--- config.mk ---
export PLATFORM = sky130hd
export DESIGN_NAME = timer_irq_ctrl
export DESIGN_NICKNAME = d
export VERILOG_FILES = /design/src/rtl/timer_irq_ctrl.sv
export SDC_FILE = /design/constraint.sdc
export NUM_CORES = 1
export LEC_CHECK = 0
export ABC_AREA = 1
export BUFFER_PORTS_ARGS = -buffer_cell sky130_fd_sc_hd__buf_2
export CORE_ASPECT_RATIO = 1.1
export CORE_UTILIZATION = 35
export CTS_BUF_LIST = sky130_fd_sc_hd__clkbuf_4 sky130_fd_sc_hd__clkbuf_8
export CTS_CLUSTER_DIAMETER = 60
export DETAILED_ROUTE_END_ITERATION = 7
export HOLD_SLACK_MARGIN = 0.1
export MAX_ROUTING_LAYER = met4
export PLACE_DENSITY_LB_ADDON = 0.3
export SLEW_MARGIN = 20
export SYNTH_ARGS = -nofsm -noshare
export SYNTH_HDL_FRONTEND = slang
export SYNTH_SLANG_ARGS = --single-unit
--- constraint.sdc ---
create_clock -name clk -period 1.6 [get_ports clk]
set_input_delay 0 -clock clk [delete_from_list [all_inputs] [get_ports clk]]
set_output_delay 0 -clock clk [all_outputs]
set_load 0.02 [all_outputs]
--- src/rtl/timer_irq_ctrl.sv ---
// Programmable down-counting timer with prescaler, one-shot/periodic modes
// and a level interrupt. Four word-wide registers: CTRL, LOAD, COUNT, STATUS.
module timer_irq_ctrl #(
  parameter int unsigned CNT_W = 32,
  parameter int unsigned PSC_W = 8
) (
  input  logic             clk,
  input  logic             rst_n,
  input  logic             wr_en,
  input  logic [1:0]       addr,
  input  logic [CNT_W-1:0] wr_data,
  output logic [CNT_W-1:0] rd_data,
  output logic             tick,
  output logic             irq
);

  typedef enum logic [1:0] {
    IDLE,
    RUN,
    EXPIRED
  } state_e;

  state_e state_q, state_d;

  // CTRL fields
  logic             en_q, en_d;
  logic             per_q, per_d;
  logic             irqen_q, irqen_d;
  logic [PSC_W-1:0] psc_q, psc_d;

  // Counting state
  logic [CNT_W-1:0] load_q, load_d;
  logic [CNT_W-1:0] count_q, count_d;
  logic [PSC_W-1:0] pcnt_q, pcnt_d;
  logic             pend_q, pend_d;

  // Decoded write strobes and events
  logic wr_ctrl;
  logic wr_load;
  logic wr_stat;
  logic start;
  logic stop;
  logic at_zero;
  logic expire;

  assign wr_ctrl = wr_en && (addr == 2'd0);
  assign wr_load = wr_en && (addr == 2'd1);
  assign wr_stat = wr_en && (addr == 2'd3);
  assign start   = wr_ctrl && wr_data[0] && !en_q;
  assign stop    = wr_ctrl && !wr_data[0];
  assign at_zero = (count_q == '0);
  assign expire  = tick && at_zero;

  assign irq = pend_q && irqen_q;

  // FSM state register
  always_ff @(posedge clk or negedge rst_n) begin
    if (!rst_n) begin
      state_q <= IDLE;
    end else begin
      state_q <= state_d;
    end
  end

  // FSM next state: enable edge restarts, disable idles, one-shot expiry parks
  always_comb begin
    state_d = state_q;
    if (start) begin
      state_d = RUN;
    end else if (stop) begin
      state_d = IDLE;
    end else begin
      unique case (state_q)
        RUN: begin
          if (expire && !per_q) begin
            state_d = EXPIRED;
          end
        end
        IDLE:    state_d = IDLE;
        EXPIRED: state_d = EXPIRED;
        default: state_d = IDLE;
      endcase
    end
  end

  // FSM outputs: prescaled tick only while running
  always_comb begin
    tick = 1'b0;
    if (state_q == RUN) begin
      tick = (pcnt_q == psc_q);
    end
  end

  // Datapath next-state: register writes, prescaler, counter and pending flag
  always_comb begin
    en_d    = en_q;
    per_d   = per_q;
    irqen_d = irqen_q;
    psc_d   = psc_q;
    load_d  = load_q;
    count_d = count_q;
    pcnt_d  = pcnt_q;
    pend_d  = pend_q;

    if (wr_ctrl) begin
      en_d    = wr_data[0];
      per_d   = wr_data[1];
      irqen_d = wr_data[2];
      psc_d   = wr_data[8 +: PSC_W];
    end
    // A one-shot expiry drops enable even if a same-cycle CTRL write keeps it set
    if (expire && !per_q) begin
      en_d = 1'b0;
    end

    if (wr_load) begin
      load_d = wr_data;
    end

    // A disable write freezes COUNT and pending even if this cycle ticks
    if (start) begin
      count_d = load_q;
      pcnt_d  = '0;
    end else if (!stop) begin
      if (state_q == RUN) begin
        pcnt_d = tick ? '0 : pcnt_q + PSC_W'(1);
      end
      if (tick) begin
        if (!at_zero) begin
          count_d = count_q - CNT_W'(1);
        end else if (per_q) begin
          count_d = load_q;
        end
      end
    end

    // Set beats a same-cycle write-1 clear
    if (expire && !stop) begin
      pend_d = 1'b1;
    end else if (wr_stat && wr_data[0]) begin
      pend_d = 1'b0;
    end
  end

  // Datapath registers
  always_ff @(posedge clk or negedge rst_n) begin
    if (!rst_n) begin
      en_q    <= 1'b0;
      per_q   <= 1'b0;
      irqen_q <= 1'b0;
      psc_q   <= '0;
      load_q  <= '0;
      count_q <= '0;
      pcnt_q  <= '0;
      pend_q  <= 1'b0;
    end else begin
      en_q    <= en_d;
      per_q   <= per_d;
      irqen_q <= irqen_d;
      psc_q   <= psc_d;
      load_q  <= load_d;
      count_q <= count_d;
      pcnt_q  <= pcnt_d;
      pend_q  <= pend_d;
    end
  end

  // Register read mux; unused CTRL/STATUS bits read as zero
  always_comb begin
    rd_data = '0;
    unique case (addr)
      2'd0: begin
        rd_data[0]          = en_q;
        rd_data[1]          = per_q;
        rd_data[2]          = irqen_q;
        rd_data[8 +: PSC_W] = psc_q;
      end
      2'd1:    rd_data = load_q;
      2'd2:    rd_data = count_q;
      default: rd_data[0] = pend_q;
    endcase
  end

endmodule

==> summary.md <==
| Metric | Value |
|---|---|
| Status | `finished with violations` |
| Violated checks | `setup timing` |
| Clock slew at reported path FFs | `0.09 ns` |
| Largest net degree at the start of global routing | `37` |
| Die width | `123 um` |
| Vias per cell | `4.75` |
| CTS Buffer Depth | `2` |
| Final WS setup | `-0.170 ns` |
| Combinational Power Share | `60.4%` |
| Post-synthesis sequential area ratio | `38.4%` |
| Die Height | `135 um` |
| Antenna violations before repair | `0` |
| Leakage | `0.00445 uW` |
| Met2 wire len | `8800 um` |
| Starting Density | `35.7%` |
| Reg power frac | `26.2%` |
| Placeable Area | `0.0157 mm^2` |
| Total of max-cap violations | `0` |
| GPL Wtd Cong | `0.919` |
| VDD IR max | `0.000667 V` |
| Post-route cell area | `0.00836 mm^2` |
| Final setup fails | `34` |
| Reg2Reg Depth | `12` |
| Drt pass-1 iters | `5` |
| Port bufs | `70` |
| Routed wire length per instance | `13.9 um` |
| CP startpoint kind | `flip-flop` |
| Post-placement cell area | `0.00712 mm^2` |
| Pwr Density | `1490 mW/mm^2` |
| Pre-CTS setup slack | `-0.259 ns` |
| Post-Synthesis Cells | `856` |
| Num CTS Buffers | `9` |
| Syn Std Cell Area | `0.00560 mm^2` |
| Crit share post-route | `111%` |
| Clock insertion delay at the later pin of the skew report | `0.40 ns` |
| Worst slew pin tran | `0.493 ns` |
| Area grow syn2layout | `49.3%` |
| Highest routed layer | `met4` |
| Tmin final | `1.77 ns` |
| Hold WC Path Type | `in2async` |
| Clock share of power | `13.4%` |
| YS warnings | `0` |
| Setup TNS | `-4.95 ns` |
| Avg Inst Size Synth | `6.54 um^2` |
| M1 WL | `8190 um` |
| Max Slew Vio Count | `0` |
| Final ANT Viol Nets | `0` |
| Met3 WL | `682 um` |
| CP Class | `reg2reg` |
| ANT cells | `0` |
| Yosys cell types | `30` |
| Iteration-0 DRC count of the detailed router | `319` |
| Vias after detailed routing | `6160` |
| Root buffer cell | `clkbuf_8` |
| Post-Syn Nets | `902` |
| NetSw | `5450 uW` |
| Int Power | `6980 uW` |
| Std-Cell Rows | `48` |
| Flop2flop setup slack | `-0.17 ns` |
| Hpwl dp | `13100 um` |
| Nets@finish | `1137` |
| Slew margin rel. | `67.1%` |
| Fmax | `0.565 GHz` |
| Fin. Hold Viols | `0` |
| Switching Fraction | `43.9%` |
| Worst Path Max Fanout | `5` |
| Worst path arrival time | `2.12 ns` |
| CTS HTree Levels | `3` |
| Vias in the first global route | `5914` |
| DRC Markers | `0` |
| # clock sinks | `86` |
| Share of layout cells above drive strength 1 | `32.8%` |
| RSZ-0062 raised after global routing | `true` |
| Final WL | `18000 um` |
| First-pass GRT wire length | `28900 um` |
| Worst path required time | `1.94 ns` |
| # IOs | `71` |
| Skew final | `0.00716 ns` |
| Synthesized flop and latch total | `86` |
| DIE AREA | `0.0165 mm^2` |
| CTS tree | `built` |
| Total GRT Usage | `23.4%` |
| Worst setup EP type | `flip-flop` |
| GR Overflow Total | `0` |
[power by group through the flow]
| stage | Sequential [uW] | Clock, uW | Combinational [uW] |
|---|---|---|---|
| floorplan | 3290 | 0 | 3420 |
| global placement | 3200 | 0 | 6480 |
| detailed placement | 3210 | 0 | 6540 |
| CTS | 3200 | 1690 | 6880 |
| global route | 3340 | 1800 | 8310 |
| finish | 3260 | 1670 | 7510 |
[metal layers]
layer / up-vias / global-route usage [%]
met1: 2867 / 29.9
met3: 26 / 2.91
met5: - / -
met2: 133 / 38.0
li1: 3134 / -
met4: 0 / 7.99
[worst paths after layout]
path / from / end
max in group asynchronous: rst_n / count_q[13]
hold / removal: rst_n / load_q[27]
hold reg to reg: load_q[11] / load_q[11]
min in group clk: wr_en / load_q[3]
setup reg to reg: count_q[1] / count_q[8]
setup / recovery: count_q[1] / count_q[8]
[registers in the layout (all words and copies together), names as in the netlist, 2 cells and up]
register / flops
count_q: 32
load_q: 32
pcnt_q: 8
psc_q: 8
state_q: 2
[cell usage in the layout (no fill, tap or decap), types with 5 or more instances in the layout]
cell / instances
a21oi_1: 40
buf_12: 6
buf_2: 65
buf_4: 132
buf_6: 13
clkbuf_8: 10
dfrtp_1: 85
dlygate4sd3_1: 34
ha_1: 7
inv_1: 93
inv_2: 7
mux2_2: 5
nand2_1: 287
nand2_2: 35
nand2_4: 8
nand3_1: 37
nand3_2: 20
nand4_1: 13
nor2_1: 71
nor2_2: 24
nor2_4: 10
o211ai_1: 10
o21ai_0: 28
xor2_1: 11
[synth_stat cells]
cell type | n | area share, %
nand2_2 | 2 | 0.22
buf_6 | 3 | 0.60
nor3_1 | 8 | 0.72
buf_2 | 9 | 0.80
buf_4 | 1 | 0.13
nor3b_1 | 1 | 0.13
mux2_2 | 5 | 1.0
or2_1 | 1 | 0.11
and3_1 | 1 | 0.11
nor2_2 | 2 | 0.22
nand3b_1 | 4 | 0.54
nor2_1 | 100 | 6.7
inv_1 | 99 | 6.6
dfrtp_1 | 86 | 38
nand3_1 | 58 | 5.2
a221oi_1 | 1 | 0.16
nor2_4 | 3 | 0.60
ha_1 | 9 | 2.0
a21oi_1 | 40 | 3.6
clkbuf_1 | 17 | 1.1
inv_2 | 3 | 0.20
nand4_1 | 13 | 1.5
xor2_1 | 11 | 1.7
nand2_1 | 328 | 22
buf_1 | 2 | 0.13
o211ai_1 | 10 | 1.3
xnor2_1 | 5 | 0.78
o21bai_1 | 2 | 0.27
o21ai_0 | 31 | 2.8
nor3_4 | 1 | 0.29
[logic make-up (layout without fill, tap and decap cells)]
logic type | Yosys count | after routing | share of synthesized area [%]
AO/OA/AOI/OAI | 84 | 84 | 8.11
XOR/XNOR | 16 | 16 | 2.50
adder cells (fa/ha/maj) | 9 | 9 | 2.01
buffers and inverters | 134 | 374 | 9.65
flip-flops | 86 | 86 | 38.4
multiplexers | 5 | 5 | 1.01
AND/OR/NAND/NOR | 522 | 522 | 38.3
[worst max-delay path: stages, from the launching register on]
cell	delay, ns
dfrtp_1	0.42
inv_2	0.11
ha_4	0.15
nand3_2	0.08
nor2_2	0.14
nand4_1	0.18
nand2_2	0.15
buf_6	0.13
buf_6	0.14
nand2_2	0.05
nand2_1	0.06
nand2_1	0.05
nand2_1	0.06
[area by class of cell]
cell class              count  area (um^2)
clock inverters             5         58.8
repair buffers            256         2030
fillers                  1502         7310
inverters                 102          388
clock buffers              11          145
multi-input cells         636         3330
well taps                 200          250
flip-flops and latches     86         2150
[metrics by stage]
stage,instances,hold slack [ns],util [%],total power (uW)
5_1_grt,1296,0.136,53.3,13400
2_1_floorplan,856,-0.296,-,6710
3_3_place_gp,1224,-0.0117,45.4,9680
6_report,1296,0.0981,53.3,12400
4_1_cts,1282,0.109,50.9,11800
3_5_place_dp,1224,-0.00619,45.4,9750
[what timing repair did]
action                                 CTS  global route
pin swaps                               37            45
cloned                                   3             2
resized for setup                       71            81
setup endpoints to repair               38            45
endpoints found under the hold margin  130             0
hold buffers                            34             0
setup buffers                            5            14
Power figures use the tool's default switching activity.
